===== config.mk =====
export PLATFORM = sky130hd
export DESIGN_NAME = pipe_stage_chain
export DESIGN_NICKNAME = d
export VERILOG_FILES = /design/src/rtl/pipe_pkg.sv /design/src/rtl/pipe_stage.sv /design/src/rtl/pipe_stage_chain.sv
export SDC_FILE = /design/constraint.sdc
export NUM_CORES = 1
export LEC_CHECK = 0
export ABC_AREA = 1
export BUFFER_PORTS_ARGS = -buffer_cell sky130_fd_sc_hd__buf_2
export CORE_MARGIN = 8
export CORE_UTILIZATION = 29
export CTS_BUF_LIST = sky130_fd_sc_hd__clkbuf_2 sky130_fd_sc_hd__clkbuf_4 sky130_fd_sc_hd__clkbuf_8
export DETAILED_ROUTE_END_ITERATION = 8
export PLACE_DENSITY = 0.5
export SYNTH_ARGS = -nofsm -noshare
export SYNTH_HDL_FRONTEND = slang
export SYNTH_HIERARCHICAL = 1
export SYNTH_SLANG_ARGS = --single-unit

===== constraint.sdc =====
create_clock -name clk -period 3.4 [get_ports clk]
set_clock_uncertainty 0.15 [all_clocks]
set_input_delay 0.17 -clock clk [delete_from_list [all_inputs] [get_ports clk]]
set_output_delay 0.17 -clock clk [all_outputs]
set_load 0.005 [all_outputs]

===== src/rtl/pipe_pkg.sv =====
// Shared types and helpers for the elastic pipeline register chain.
package pipe_pkg;

  localparam int PIPE_WIDTH     = 32;
  localparam int PIPE_MAX_DEPTH = 64;

  typedef logic [$clog2(PIPE_MAX_DEPTH)-1:0] stage_idx_t;

  // Bits 0..upto set; an index past the last stage saturates to the last stage.
  function automatic logic [PIPE_MAX_DEPTH-1:0] squash_mask(input int unsigned upto,
                                                            input int unsigned depth);
    int unsigned last;
    logic [PIPE_MAX_DEPTH-1:0] m;
    last = (upto >= depth) ? depth - 1 : upto;
    m = '0;
    for (int unsigned i = 0; i < PIPE_MAX_DEPTH; i++) m[i] = (i <= last);
    return m;
  endfunction

endpackage


===== src/rtl/pipe_stage.sv =====
// One elastic stage: a valid bit plus payload, loaded on load_i, valid cleared on clear_i.
module pipe_stage
  import pipe_pkg::*;
#(
  parameter int WIDTH = PIPE_WIDTH
) (
  input  logic             clk,
  input  logic             rst_n,
  input  logic             load_i,
  input  logic             clear_i,
  input  logic             valid_i,
  input  logic [WIDTH-1:0] data_i,
  output logic             valid_o,
  output logic [WIDTH-1:0] data_o
);

  logic             valid_q, valid_d;
  logic [WIDTH-1:0] data_q, data_d;

  // Clear wins over load so a squashed stage never keeps a valid payload.
  always_comb begin
    valid_d = valid_q;
    data_d  = data_q;
    if (load_i) begin
      valid_d = valid_i;
      data_d  = data_i;
    end
    if (clear_i) valid_d = 1'b0;
  end

  always_ff @(posedge clk or negedge rst_n) begin
    if (!rst_n) begin
      valid_q <= 1'b0;
      data_q  <= '0;
    end else begin
      valid_q <= valid_d;
      data_q  <= data_d;
    end
  end

  assign valid_o = valid_q;
  assign data_o  = data_q;

endmodule


===== src/rtl/pipe_stage_chain.sv =====
// Elastic pipeline register chain with per-stage backpressure, bubble collapse and partial flush.
module pipe_stage_chain
  import pipe_pkg::*;
#(
  parameter  int WIDTH = PIPE_WIDTH,
  parameter  int DEPTH = 4,
  localparam int IDXW  = (DEPTH > 1) ? $clog2(DEPTH) : 1
) (
  input  logic             clk,
  input  logic             rst_n,
  input  logic             in_valid,
  input  logic [WIDTH-1:0] in_data,
  output logic             in_ready,
  output logic             out_valid,
  output logic [WIDTH-1:0] out_data,
  input  logic             out_ready,
  input  logic             flush,
  input  logic [IDXW-1:0]  flush_upto,
  output logic [IDXW:0]    occupancy
);

  logic [DEPTH-1:0] v_q, v_in, v_nxt, rdy, clr;
  logic [WIDTH-1:0] d_q  [DEPTH];
  logic [WIDTH-1:0] d_in [DEPTH];
  logic [IDXW:0]    occ_q, occ_d;

  // A stage can accept when it is empty or its successor can accept.
  always_comb begin
    logic r;
    r   = out_ready;
    rdy = '0;
    for (int i = DEPTH - 1; i >= 0; i--) begin
      r      = !v_q[i] | r;
      rdy[i] = r;
    end
  end

  assign in_ready = rdy[0] & !flush;
  assign clr      = flush ? DEPTH'(squash_mask(32'(flush_upto), DEPTH)) : '0;

  // A payload leaving a squashed stage arrives downstream as a bubble.
  always_comb begin
    v_in    = '0;
    v_in[0] = in_valid & in_ready;
    d_in[0] = in_data;
    for (int i = 1; i < DEPTH; i++) begin
      v_in[i] = v_q[i-1] & !clr[i-1];
      d_in[i] = d_q[i-1];
    end
  end

  always_comb begin
    v_nxt = v_q;
    for (int i = 0; i < DEPTH; i++) begin
      if (clr[i])      v_nxt[i] = 1'b0;
      else if (rdy[i]) v_nxt[i] = v_in[i];
    end
  end

  always_comb begin
    occ_d = '0;
    for (int i = 0; i < DEPTH; i++) occ_d = occ_d + (IDXW+1)'(v_nxt[i]);
  end

  for (genvar g = 0; g < DEPTH; g++) begin : g_stage
    pipe_stage #(.WIDTH(WIDTH)) u_stage (
      .clk     (clk),
      .rst_n   (rst_n),
      .load_i  (rdy[g]),
      .clear_i (clr[g]),
      .valid_i (v_in[g]),
      .data_i  (d_in[g]),
      .valid_o (v_q[g]),
      .data_o  (d_q[g])
    );
  end

  always_ff @(posedge clk or negedge rst_n) begin
    if (!rst_n) occ_q <= '0;
    else        occ_q <= occ_d;
  end

  assign occupancy = occ_q;
  assign out_valid = v_q[DEPTH-1];
  assign out_data  = d_q[DEPTH-1];

endmodule


==> results of run 1 <==
-- flip-flops by register name, summed over array words and instances (netlist names) --
| register | flops |
|---|---|
| g_stage.u_stage/data_o | 128 |
| g_stage.u_stage/valid_o | 4 |
| occupancy | 3 |
-- Yosys cell counts --
| cell | number | area share, % |
|---|---|---|
| o21ai_1 | 12 | 1.1 |
| ha_1 | 2 | 0.46 |
| o22ai_1 | 2 | 0.23 |
| nor2_1 | 8 | 0.55 |
| nand4_2 | 1 | 0.23 |
| nand3_1 | 5 | 0.46 |
| o21ai_2 | 1 | 0.16 |
| nand2_1 | 140 | 9.6 |
| clkinv_1 | 1 | 0.068 |
| o21ai_0 | 116 | 11 |
| dfrtp_1 | 135 | 62 |
| nor2_4 | 1 | 0.20 |
| a21oi_1 | 2 | 0.18 |
| inv_2 | 2 | 0.14 |
| buf_6 | 20 | 4.1 |
| clkbuf_1 | 4 | 0.27 |
| fa_1 | 1 | 0.36 |
| inv_1 | 139 | 9.5 |
| buf_2 | 4 | 0.36 |
-- timing repair --
action | CTS | global route
setup endpoints to repair | 0 | 0
hold buffers | 36 | 0
endpoints found under the hold margin | 125 | 0
gates resized for setup | 0 | 0
-- kinds of logic (layout without fill, tap and decap cells) --
logic type | Yosys count | after routing | share of synthesized area (%)
buffers and inverters | 170 | 290 | 14.44
AO/OA/AOI/OAI | 133 | 133 | 12.23
flip-flops | 135 | 135 | 61.50
adder cells (fa/ha/maj) | 3 | 3 | 0.8200
AND/OR/NAND/NOR | 155 | 155 | 11.00
-- layer usage --
metal / wire length (um) / up-vias / GRT usage (%)
li1: - / 2009 / -
met1: 5217 / 1647 / 12.60
met2: 5136 / 52 / 15.63
met3: 397 / 11 / 3.419
met4: 173 / 0 / 4.060
met5: 0 / - / 0
-- area by class of cell --
cell class              count  area (um^2)
flip-flops and latches    135         3378
inverters                 142        533.0
multi-input cells         291         1329
clock inverters            13        121.4
well taps                 234        292.8
fillers                  1967        11940
clock buffers              19        261.5
repair buffers            116        792.0
-- metrics by stage --
| step | total power, uW | util, % | hold WS, ns | cell area [um^2] |
|---|---|---|---|---|
| after floorplan | 1844 | - | -0.2756 | 5493 |
| after detailed placement | 1958 | 31.99 | 0.1614 | 5964 |
| after CTS | 3290 | 35.98 | 0.02736 | 6708 |
| final | 3225 | 35.98 | 0.06655 | 6708 |
| after global routing | 3418 | 35.98 | 0.07361 | 6708 |
| after global placement | 1955 | 31.99 | 0.1667 | 5964 |
-- cell usage in the layout, fill, tap and decap left out --
| cell | count |
|---|---|
| nor2_1 | 8 |
| inv_6 | 2 |
| o21ai_2 | 1 |
| clkinvlp_4 | 1 |
| buf_12 | 1 |
| o21ai_0 | 116 |
| inv_8 | 1 |
| o22ai_1 | 2 |
| inv_2 | 2 |
| buf_4 | 4 |
| clkinv_4 | 4 |
| dfrtp_1 | 135 |
| buf_2 | 74 |
| clkinv_2 | 4 |
| o21ai_1 | 12 |
| ha_1 | 2 |
| clkinv_1 | 1 |
| bufinv_16 | 1 |
| buf_6 | 1 |
| nand2_1 | 139 |
| dlygate4sd3_1 | 36 |
| nand4_2 | 1 |
| nor2_4 | 1 |
| clkbuf_8 | 19 |
| nand3_1 | 4 |
| inv_1 | 139 |
| nand3_2 | 1 |
| nand2_2 | 1 |
| a21oi_1 | 2 |
| fa_1 | 1 |
-- final timing paths --
check                      slack [ns]                         start                            end
min in group asynchronous        0.21                         rst_n   g_stage[0].u_stage/data_o[2]
max                              1.09    g_stage[3].u_stage/valid_o     g_stage[0].u_stage/valid_o
max in group asynchronous        2.12                         rst_n  g_stage[2].u_stage/data_o[30]
min reg2reg                      0.33  g_stage[2].u_stage/data_o[1]   g_stage[3].u_stage/data_o[1]
max reg2reg                      1.09    g_stage[3].u_stage/valid_o     g_stage[0].u_stage/valid_o
min                              0.07                 flush_upto[1]     g_stage[3].u_stage/valid_o
-- power by group through the flow --
stage	combinational, uW	clock, uW	sequential [uW]
final	222	1280	1730
after global routing	262	1420	1740
after CTS	230	1330	1730
after detailed placement	196	0	1760
after global placement	197	0	1760
after floorplan	89.2	0	1750
-- critical path: stages (launching register included) --
cell and delay (ns):
dfrtp_1 0.40, inv_1 0.11, nor2_4 0.06, nand4_2 0.07
buf_4 0.50, nand2_1 0.14, nor2_1 0.11, nand3_1 0.07
dlygate4sd3_1 0.58, nand2_1 0.06
==> out/qor.txt, run 1 <==
drt drc - 0
Hold Vio Cnt, Final - 0
largest net degree at the start of global routing - 92
crit path time final - 2.313 ns
Setup TNS - 0 ns
first-pass GRT wire length - 18920 um
startpoint types - flip-flop
syn_area_per_cell - 9.216 um^2
chip width - 153.6 um
Sw Share - 25.07%
Yosys warning count - 6
Peak VDD IR - 0.1917 mV
Inst Count DP - 882
1st-iter DRT viols - 181
final wirelength - 10920 um
Internal Power - 2417 uW
Worst-Margin Slew - 0.8646 ns
I/O pins - 76
n_diodes - 0
Tightest Hold Check Type - in -> reg
Via density - 3.915
power per cell area - 480.9 mW/mm^2
die height - 153.6 um
CTS tree - yes
H-tree level count - 4
part of the cycle the worst path needs - 68.02%
max-slew violations - 0
Reg2Reg Depth - 9
post-route ant nets - 0
status - complete, no violations
Max Freq - 432.4 MHz
half-perimeter wire length after placement - 6875 um
Port Buffers - 75
Clock Power Share - 39.6%
Setup violations, final - 0
layout cells sized above 1 - 16.62%
final net count - 745
CTS root buf - clkbuf_8
Initial Util - 29.46%
Synth Register Bits - 135
Flop pwr share - 53.5%
pre-CTS setup slack - 1.320 ns
Worst EP required - 3.63 ns
final cell count without fillers - 950
unrepaired setup endpoints after global routing - no
CTS Buffer Depth - 2
WL per Instance - 11.50 um
DR vias - 3719
Synth Cell Area - 0.005493 mm^2
P_leak - 0.003788 uW
num rows - 50
number of detailed-route iterations in the first pass - 4
Synth cell types - 19
Psw - 808.5 uW
Reg clk slew, reported paths - 0.08 ns
hold-critical path depth - 6
Cells after Synth - 596
part of the Yosys area used for sequential elements - 61.50%
# clock sinks - 135
P&R area growth vs syn - 22.12%
Max Cap Viol - 0
total track usage - 10.05%
Rel. slew slack - 42.36%
CTS buffer count - 17
# Post-CTS Setup Buffers - 0
Combinational Power Share - 6.9%
GR Overflow Total - 0
Mapped Nets - 638
worst-path fanout max - 67
critical setup path kind - reg -> reg
crit path capture type - flip-flop
vias in the first global route - 3762
Final WS setup - 1.087 ns
full die area - 0.02360 mm^2
RD Place Congestion - 0.7475
core area - 0.01864 mm^2
antenna violations before repair - 0
Crit path arrival time - 2.54 ns
worst skew pair latency - 0.43 ns
No activity file was read; power rests on OpenSTA's default activity.
==> inputs of run 2 (changes only) <==
--- a/config.mk
+++ b/config.mk
@@ -5,7 +5,7 @@
 export SDC_FILE = /design/constraint.sdc
 export NUM_CORES = 1
 export LEC_CHECK = 0
-export ABC_AREA = 1
+export ABC_AREA = 0
 export BUFFER_PORTS_ARGS = -buffer_cell sky130_fd_sc_hd__buf_2
 export CORE_MARGIN = 8
 export CORE_UTILIZATION = 29
==> constraint.sdc (replaced) <==
create_clock -name clk -period 2.4 [get_ports clk]
set_clock_uncertainty 0.15 [all_clocks]
set_input_delay 0.12 -clock clk [delete_from_list [all_inputs] [get_ports clk]]
set_output_delay 0.12 -clock clk [all_outputs]
set_load 0.005 [all_outputs]
==> out/qor.txt, run 2 <==
status - complete, no violations
Synth Area in XOR/XNOR - 0% (unchanged)
Synth Cell Area - 0.005773 mm^2 (+5.1%)
Max Freq - 450.6 MHz (+4.2%)
mux contribution to synthesized area - 33.20% (+33 points)
n_diodes - 0 (unchanged)
Mapped Nets - 352 (-45%)
# clock sinks - 135 (unchanged)
P_leak - 0.003614 uW (-4.6%)
Worst EP required - 2.57 ns (-1.06 ns)
Reg clk slew, reported paths - 0.08 ns (about the same)
chip width - 157.1 um (+2.3%)
power per cell area - 648.4 mW/mm^2 (+35%)
post-route ant nets - 0 (unchanged)
I/O pins - 76 (unchanged)
Synth cell types - 24 (+5)
post-synthesis compound-gate area fraction - 0.9536% (-11 points)
RD Place Congestion - 0.7408 (-0.90%)
largest net degree at the start of global routing - 57 (-38%)
max incr delay on CP - 0.55 ns (-0.03 ns)
1st-iter DRT viols - 117 (-35%)
worst skew pair latency - 0.43 ns (about the same)
R2R Setup Slk - 0.18 ns (-0.91 ns)
unrepaired setup endpoints after global routing - no
max-slew violations - 0 (unchanged)
Initial Util - 29.57% (+0.10 points)
top cells by area, synth - dfrtp_1 (59%), mux2_4 (30%), buf_12 (4.2%)
core area - 0.01953 mm^2 (+4.7%)
DR vias - 2904 (-22%)
Setup TNS - 0 ns (unchanged)
Max Cap Viol - 0 (unchanged)
CP cell instances - and4b_4 > nand2_2 > buf_12 > mux2i_1 > nor2_1 > dlygate4sd3_1
Tightest Hold Check Type - in -> async
commonest non-fill, non-tap cell in the layout - dfrtp_1
reg2reg end - g_stage[0].u_stage/valid_o
GR Overflow Total - 0 (unchanged)
CTS resizes - 0 (unchanged)
Hold Vio Cnt, Final - 0 (unchanged)
CTS tree - yes
R2R Path Start - g_stage[3].u_stage/valid_o
Peak VDD IR - 0.2825 mV (+47%)
Post-synth ARST share - 100.0% (unchanged)
drt drc - 0 (unchanged)
Post-Synth Simple-Gate Area - 1.474% (-9.5 points)
Cells after Synth - 310 (-48%)
part of the Yosys area used for sequential elements - 58.52% (-3.0 points)
startpoint types - flip-flop
CTS root buf - clkbuf_8
antenna violations before repair - 0 (unchanged)
worst-path fanout max - 11 (-84%)
slowest CP cell - dlygate4sd3_1
part of the cycle the worst path needs - 92.47% (+24 points)
vias in the first global route - 3338 (-11%)
Port Buffers - 75 (unchanged)
Post-synth EDFFs - 0 (unchanged)
total track usage - 9.743% (-0.30 points)
CTS Buffer Depth - 2 (unchanged)
crit path buf inv count - 2 (-1)
layout cells sized above 1 - 55.48% (+39 points)
synth cell count leaders - dfrtp_1 (135), mux2_4 (116), buf_12 (12), mux2_2 (12)
WL per Instance - 15.71 um (+37%)
post-synthesis adder-cell area fraction - 0.7802% (-0.040 points)
Main synth FF type - dfrtp_1
count leader, synth - dfrtp_1
footprint of the multi-input gates - 0.002107 mm^2 (+59%)
max reg flops - 128 (unchanged)
storage element area - 0.003378 mm^2 (unchanged)
Worst-Margin Slew - 0.7030 ns (-0.1616 ns)
Synth Register Bits - 135 (unchanged)
CP Depth - 6 (-3)
first-pass GRT wire length - 18370 um (-2.9%)
fill count - 1897 (-3.6%)
critical setup path kind - reg -> reg
Setup violations, final - 0 (unchanged)
syn_area_per_cell - 18.62 um^2 (+100%)
Fin Hold WS - 0.07608 ns (+0.009525 ns)
Via density - 4.079 (+4.2%)
area share of the largest cell type after synthesis - 58.52% (-3.0 points)
CP top delay family - buffers and inverters
num rows - 51 (+2.0%)
number of detailed-route iterations in the first pass - 4 (unchanged)
Placed Area - 0.006316 mm^2 (+5.9%)
post-route cell area - 0.007069 mm^2 (+5.4%)
crit path capture type - flip-flop
final net count - 476 (-36%)
Reg2Reg Depth - 6 (-3)
Crit path arrival time - 2.39 ns (-0.15 ns)
Rel. slew slack - 53.13% (+11 points)
Yosys warning count - 6 (unchanged)
full die area - 0.02468 mm^2 (+4.6%)
most frequent cells in the layout - dfrtp_1 (135), mux2_4 (116), buf_2 (74)
die height - 157.1 um (+2.3%)
P&R area growth vs syn - 22.45%
CTS buffer count - 17 (unchanged)
crit path time final - 2.219 ns (-0.09352 ns)
half-perimeter wire length after placement - 7044 um (+2.5%)
H-tree level count - 4 (unchanged)
final wirelength - 11190 um (+2.4%)
Yosys top cell by area - dfrtp_1
largest family of logic cells by synthesized area - multiplexers
run 2: cell count changes after synthesis, sizes merged, moves of 4 or more:
cell	delta
buf	-8
clkbuf	-4
o21ai	-127
mux2	+128
nand2	-139
nand3	-5
inv	-139
mux2i	+4
nor2	-5
run 2: how the worst max path moves through the flow:
stage                                from                          to
5_1_grt        g_stage[3].u_stage/valid_o  g_stage[0].u_stage/valid_o
3_3_place_gp   g_stage[1].u_stage/valid_o                occupancy[1]
6_report       g_stage[3].u_stage/valid_o  g_stage[0].u_stage/valid_o
4_1_cts        g_stage[3].u_stage/valid_o  g_stage[0].u_stage/valid_o
3_5_place_dp   g_stage[3].u_stage/valid_o                occupancy[1]
2_1_floorplan  g_stage[1].u_stage/valid_o                occupancy[1]
run 2: final cells by class:
cell class	count	area share, %
Sequential cell	135	47.79
Clock buffer	23	4.212
Timing Repair Buffer	121	12.34
Tap cell	265	4.690
Inverter	2	0.1062
Multi-Input combinational cell	157	29.81
Clock inverter	9	1.062
run 2: power by group:
part / total, uW / internal [uW] / switching, uW / leakage [uW]
sequential: 2460 / 2390 / 67.9 / 0.00159
clock: 1770 / 924 / 848 / 0.000195
combinational: 355 / 234 / 121 / 0.00183
total: 4580 / 3550 / 1040 / 0.00361
run 2: cell families (layout without fill, tap and decap cells):
group / Yosys count / count (layout)
flops: 135 / 135
simple gates: 14 / 14
compound gates: 8 / 8
fa+ha+maj: 3 / 3
mux: 132 / 132
buf+inv: 18 / 155
run 2: per-stage QoR:
stage,setup slack (ns),total power [uW],instances,utilization [%]
3_5_place_dp,0.3519,2816,642,32.35
4_1_cts,0.1601,4676,712,36.20
2_1_floorplan,0.4502,2653,310,-
6_report,0.1807,4584,712,36.20
5_1_grt,0.06960,4817,712,36.20
3_3_place_gp,0.3888,2806,642,32.35
run 2: what timing repair did:
action / CTS / global route
hold endpoints to repair: 147 / 0
hold buffers: 38 / 0
setup buffers: 0 / 0
run 2: worst register-to-register path, cell delays in order (launching register included):
cell and delay, ns:
dfrtp_1 0.44, and4b_4 0.30, nand2_2 0.22, buf_12 0.24, mux2i_1 0.15, nor2_1 0.05
dlygate4sd3_1 0.55
run 2: routing by layer:
| metal | vias to the layer above | track usage, % | routed length [um] |
|---|---|---|---|
| met5 | - | 0 | 0 |
| met4 | 0 | 3.717 | 157 |
| li1 | 1339 | - | - |
| met2 | 72 | 13.99 | 5042 |
| met1 | 1479 | 13.14 | 5445 |
| met3 | 14 | 3.510 | 545 |
